### config.mk
export PLATFORM = sky130hd
export DESIGN_NAME = counter_snapshot_reader
export DESIGN_NICKNAME = d
export VERILOG_FILES = /design/src/rtl/counter_snapshot_reader.sv
export SDC_FILE = /design/constraint.sdc
export NUM_CORES = 1
export LEC_CHECK = 0
export BUFFER_PORTS_ARGS = -buffer_cell sky130_fd_sc_hd__buf_4
export CAP_MARGIN = 20
export CORE_ASPECT_RATIO = 0.7
export CORE_MARGIN = 5
export CORE_UTILIZATION = 53
export CTS_CLUSTER_DIAMETER = 40
export DETAILED_ROUTE_END_ITERATION = 12
export PLACE_DENSITY = 0.82
export SLEW_MARGIN = 20
export SYNTH_ARGS = -nofsm -noshare
export SYNTH_HDL_FRONTEND = slang
export SYNTH_SLANG_ARGS = --single-unit
### constraint.sdc
create_clock -name clock -period 18.9 [get_ports clock]
set_clock_uncertainty 0.05 [all_clocks]
set_input_delay 4.725 -clock clock [delete_from_list [all_inputs] [get_ports clock]]
set_output_delay 4.725 -clock clock [all_outputs]
set_load 0.05 [all_outputs]
### src/rtl/counter_snapshot_reader.sv
// -----------------------------------------------------------------------------
// counter_snapshot_reader
//
// Read side of the event-counter bank. A snapshot request copies all N_ch
// free-running counters into shadow registers in a single cycle. The copy is
// then streamed out as W_out-bit words over a valid/ready interface. Each
// snapshot starts with a header word that carries a wrapping sequence number,
// followed by the channels in order, low word first within each channel.
//
// Ports
//   clock        system clock
//   reset        synchronous, active-high reset; aborts any stream in flight
//   counters_in  flattened counters, channel k at [k*N_cnt +: N_cnt]
//   snap_req     snapshot request, sampled on every rising edge
//   clr_overrun  clears the sticky overrun flag
//   out_data     stream word (0 while idle)
//   out_valid    out_data holds a word
//   out_ready    downstream accepts the word this cycle
//   out_last     marks the final word of the snapshot
//   busy         a snapshot is being streamed
//   overrun      sticky: a request arrived while busy and was dropped
//
// N_cnt must be an integer multiple of W_out.
// -----------------------------------------------------------------------------
module counter_snapshot_reader #(
    parameter int N_cnt = 64,
    parameter int N_ch  = 4,
    parameter int W_out = 32
) (
    input  logic                  clock,
    input  logic                  reset,
    input  logic [N_ch*N_cnt-1:0] counters_in,
    input  logic                  snap_req,
    input  logic                  clr_overrun,
    output logic [W_out-1:0]      out_data,
    output logic                  out_valid,
    input  logic                  out_ready,
    output logic                  out_last,
    output logic                  busy,
    output logic                  overrun
);

    localparam int WPC   = N_cnt / W_out;     // words per channel
    localparam int N_SH  = N_ch * WPC;        // shadow words per snapshot
    localparam int NW    = 1 + N_SH;          // header + payload words
    localparam int IDX_W = $clog2(NW);
    localparam logic [IDX_W-1:0] LAST_IDX = IDX_W'(NW - 1);

    typedef enum logic {
        IDLE = 1'b0,
        SEND = 1'b1
    } state_t;

    state_t           state;
    state_t           state_next;
    logic [IDX_W-1:0] idx;
    logic [IDX_W-1:0] idx_next;
    logic [W_out-1:0] seq;
    logic [W_out-1:0] seq_next;
    logic             overrun_next;
    logic             capture;
    logic             dropped;
    logic             transfer;

    logic [W_out-1:0] shadow [N_SH];
    logic [W_out-1:0] words  [NW];

    // -------------------------------------------------------------------------
    // Control registers
    // -------------------------------------------------------------------------
    // NOTE: sequential state uses non-blocking assignments so every register
    // samples the values from before the edge, independent of statement order.
    always_ff @(posedge clock) begin
        if (reset) begin
            state   <= IDLE;
            idx     <= '0;
            seq     <= '0;
            overrun <= 1'b0;
        end else begin
            state   <= state_next;
            idx     <= idx_next;
            seq     <= seq_next;
            overrun <= overrun_next;
        end
    end

    // -------------------------------------------------------------------------
    // Shadow capture
    // -------------------------------------------------------------------------
    // NOTE: the shadow bank has no reset. It is always written before it is
    // read, so resetting it would only add a reset fan-out to a wide datapath.
    always_ff @(posedge clock) begin
        if (capture) begin
            for (int k = 0; k < N_SH; k++) begin
                shadow[k] <= counters_in[k*W_out +: W_out];
            end
        end
    end

    // -------------------------------------------------------------------------
    // Next-state and output logic
    // -------------------------------------------------------------------------
    // NOTE: every variable gets a default at the top of the block, so no path
    // can leave one unassigned and infer a latch.
    always_comb begin
        state_next   = state;
        idx_next     = idx;
        seq_next     = seq;
        overrun_next = overrun;
        capture      = 1'b0;

        busy      = (state == SEND);
        out_valid = busy;
        out_last  = busy && (idx == LAST_IDX);
        transfer  = out_valid && out_ready;
        // Requests while streaming are never queued, including in the cycle of
        // the last transfer. They only raise the overrun flag.
        dropped   = snap_req && busy;

        case (state)
            IDLE: begin
                if (snap_req) begin
                    capture    = 1'b1;
                    idx_next   = '0;
                    state_next = SEND;
                end
            end
            SEND: begin
                if (transfer) begin
                    if (out_last) begin
                        state_next = IDLE;
                        idx_next   = '0;
                        seq_next   = seq + 1'b1;
                    end else begin
                        idx_next = idx + 1'b1;
                    end
                end
            end
            default: state_next = IDLE;
        endcase

        // If a drop and a clear happen at the same edge, the drop wins, so the
        // dropped request is not lost.
        if (dropped) begin
            overrun_next = 1'b1;
        end else if (clr_overrun) begin
            overrun_next = 1'b0;
        end
    end

    // -------------------------------------------------------------------------
    // Word mux
    // -------------------------------------------------------------------------
    // The header reads seq directly. seq only changes on the final transfer,
    // so the header stays stable for the whole snapshot.
    always_comb begin
        words[0] = seq;
        for (int k = 0; k < N_SH; k++) begin
            words[k+1] = shadow[k];
        end
        out_data = (state == SEND) ? words[idx] : '0;
    end

endmodule

==> PnR_summary.wiki <==
{| class="wikitable"
! Metric !! Value
|-
| Result of the run || finished clean
|-
| Buffers added on ports || 296
|-
| Cell family with most CP delay || buffers and inverters
|-
| Commonest cells after routing, fill and taps aside || 300 x buf_4, 256 x edfxtp_1, 78 x nand2_1
|-
| Number of placed I/O pins || 297
|-
| Vias/cell || 5.661
|-
| Count of final max-slew check failures || 0
|-
| Largest net degree at the start of global routing || 93
|-
| Arr. time, crit path || 3260 ps
|-
| Total routing resource utilization after global routing || 22.57%
|-
| Antenna violations before repair || 0
|-
| Number of cells produced by synthesis || 754
|-
| Master of the slowest instance on the critical path || dfxtp_4
|-
| Ordered list of cells on the worst path || buf_4, buf_16, mux4_2, o211ai_1, nand2_1, buf_4
|-
| Total clock sinks || 294
|-
| CP endpoint kind || primary output
|-
| Reg clk slew, reported paths || 60 ps
|-
| Crit path buffers/inverters || 3
|-
| Clock period minus worst slack || 8035 ps
|-
| Total Power || 1493 uW
|-
| Share of synthesized area occupied by flip-flops and latches || 71.07%
|-
| Number of distinct standard cells referenced by the synthesized netlist || 39
|-
| Vias in the first global route || 7938
|-
| Worst Slack Setup Final || 10870 ps
|-
| Area of the multi-input gates || 3208 um^2
|-
| GR Overflow Total || 0
|-
| Wire length of the first global-routing pass || 44680 um
|-
| Tightest Hold Check Type || reg -> reg
|-
| Share of the cycle needed by the critical path after routing || 42.51%
|-
| Critical path peak fanout || 46
|-
| Row cnt || 45
|-
| Largest stage delay, worst path || 860 ps
|-
| Relative slew margins || 26.93%
|-
| Drt first pass iters || 5
|-
| Final Net Count || 1307
|-
| Crit path required time || 14130 ps
|-
| DRC violation count after routing || 0
|-
| HPWL Detailed || 19310 um
|-
| Die span in x || 189.0 um
|-
| Area of the mapped netlist || 11890 um^2
|-
| Clock buffers created by TritonCTS || 35
|-
| Largest vdd supply drop || 61.56 uV
|-
| Worst-skew pair later-pin latency || 490 ps
|-
| Count of final hold-check violations || 0
|-
| Static Leakage || 0.005681 uW
|-
| Post-cts gate resize count || 0
|-
| H-Tree Level Count || 2
|-
| Cell seen most often among critical-path stages || buf_4
|-
| Setup-failing EPs final || 0
|-
| Total die area || 25570 um^2
|-
| Setup TNS || 0 ps
|-
| Post-synthesis net count || 1018
|-
| Root buf cell || clkbuf_16
|-
| CTS tree || built
|-
| RSZ-0062 raised after global routing || false
|-
| Placed Instances || 1287
|-
| Filler cell count || 1415
|-
| Drt initial violations || 628
|-
| Core Box Area || 21900 um^2
|-
| Commonest non-fill, non-tap cell in the layout || buf_4
|-
| Total power per unit cell area || 96.56 nW/um^2
|-
| Number of diodes || 0
|-
| Layout area overhead || 30.09%
|-
| Utilization of the core after routing || 70.61%
|-
| Synthesis warning total || 0
|-
| Final routed wire length divided by cell count || 21.76 um
|-
| RePlAce Congestion || 0.7670
|-
| Non-filler cells in the finished layout || 1351
|-
| Sequential cell area || 8454 um^2
|-
| # Post-CTS Setup Buffers || 0
|-
| Starting density of the core || 54.28%
|-
| Number of buffers added to fix hold violations after cts || 0
|-
| Fraction of final layout cells with drive strength greater than 1 || 37.79%
|-
| Post-route antenna net violation count || 0
|-
| Max_cap viols || 0
|-
| Clk buf depth || 3
|-
| Highest Clock Rate || 124.5 MHz
|-
| Synth Register Bits || 294
|-
| Least-Margin Pin Slew || 1096 ps
|-
| Kind of critical path || reg -> out
|-
| Avg Cell Area, Syn || 15.77 um^2
|-
| Pre-CTS setup slack || 11100 ps
|-
| Critical path startpoint category || register
|-
| Total wire length after detailed routing || 29390 um
|-
| Die height || 135.3 um
|-
| Vias after detailed routing || 7648
|}
==> logic make-up (layout without fill, tap and decap cells) <==
logic type                 after synthesis  after routing  synth area share, %
and+or+nand+nor                        179            179                7.620
buffers and inverters                   58            373                2.105
xor gates and xnor gates                 5              5               0.3684
adders and majority gates                3              3               0.3158
muxes                                  104            104                12.21
AOI/OAI and AO/OA                      111            111                6.315
DFF                                    294            294                71.07
==> report_power, final <==
group | internal [uW] | leakage, uW | switching, uW
sequential | 744 | 0.00275 | 11.0
combinational | 50.5 | 0.00240 | 42.0
clock | 391 | 0.000536 | 254
total | 1190 | 0.00568 | 307
==> path summary, 6_finish.rpt <==
path | startpoint | end | slack, ps | cells past startpoint
worst max register to register | idx[1] | seq[31] | 16160 | 7
worst max-delay path | idx[0] | out_data[0] | 10870 | 6
worst min-delay path | overrun | overrun | 450 | 2
worst min register to register | overrun | overrun | 450 | 2
==> cell usage after synthesis (all sizes together) <==
cell type | count | area share (%)
nand4 | 9 | 0.47
or4 | 14 | 0.88
or3 | 7 | 0.41
ha | 3 | 0.32
nor3 | 6 | 0.25
o31ai | 12 | 0.76
dfxtp | 38 | 6.4
nor2b | 10 | 0.53
mux2 | 8 | 0.76
inv | 8 | 0.25
a22oi | 33 | 2.1
a211oi | 1 | 0.063
a21oi | 24 | 1.0
o211ai | 32 | 2.0
nand2b | 1 | 0.053
nand3b | 2 | 0.23
and3 | 3 | 0.16
clkbuf | 32 | 1.0
and3b | 1 | 0.074
xnor2 | 5 | 0.37
and2 | 4 | 0.21
and2b | 1 | 0.063
nor2 | 20 | 0.63
buf | 18 | 0.83
nand3 | 11 | 0.46
nor4 | 8 | 0.42
edfxtp | 256 | 65
nand2 | 78 | 2.5
and4 | 3 | 0.22
mux2i | 64 | 5.4
mux4 | 32 | 6.1
and4b | 1 | 0.084
o21ai | 9 | 0.38
==> registers in the layout, summed over array words and instances (netlist names) <==
signal	flops
seq	32
shadow	256
idx	4
overrun	1
busy	1
==> per-layer routing <==
metal,up-vias,part of all wire [%],global-route usage [%]
met5,-,0,0
met4,0,1.7,5.218
met3,36,11,8.063
met2,351,46,35.01
met1,3710,41,31.09
li1,3551,-,-
==> area by class of cell <==
cell class / instances / share of cell area [%]
Clock buffer: 45 / 6.246
Sequential cell: 294 / 54.67
Timing Repair Buffer: 302 / 14.81
Multi-Input combinational cell: 402 / 20.74
Tap cell: 282 / 2.282
Inverter: 8 / 0.1942
Clock inverter: 18 / 1.052
==> per-stage QoR <==
stage / cell area (um^2) / hold WS, ps
6_report: 15460 / 453.3
5_1_grt: 15460 / 478.8
4_1_cts: 15430 / 450.6
3_5_place_dp: 14310 / 442.0
3_3_place_gp: 14310 / 421.3
2_1_floorplan: 11890 / 407.3
==> worst register-to-register path, cell delays in order, from the launching register on <==
cell and delay [ps]:
dfxtp_2 310, buf_4 320, inv_1 130, ha_1 210
nand3b_4 140, or3_1 710, nor4_1 400, mux2_2 370
(Power assumes the default switching activity.)
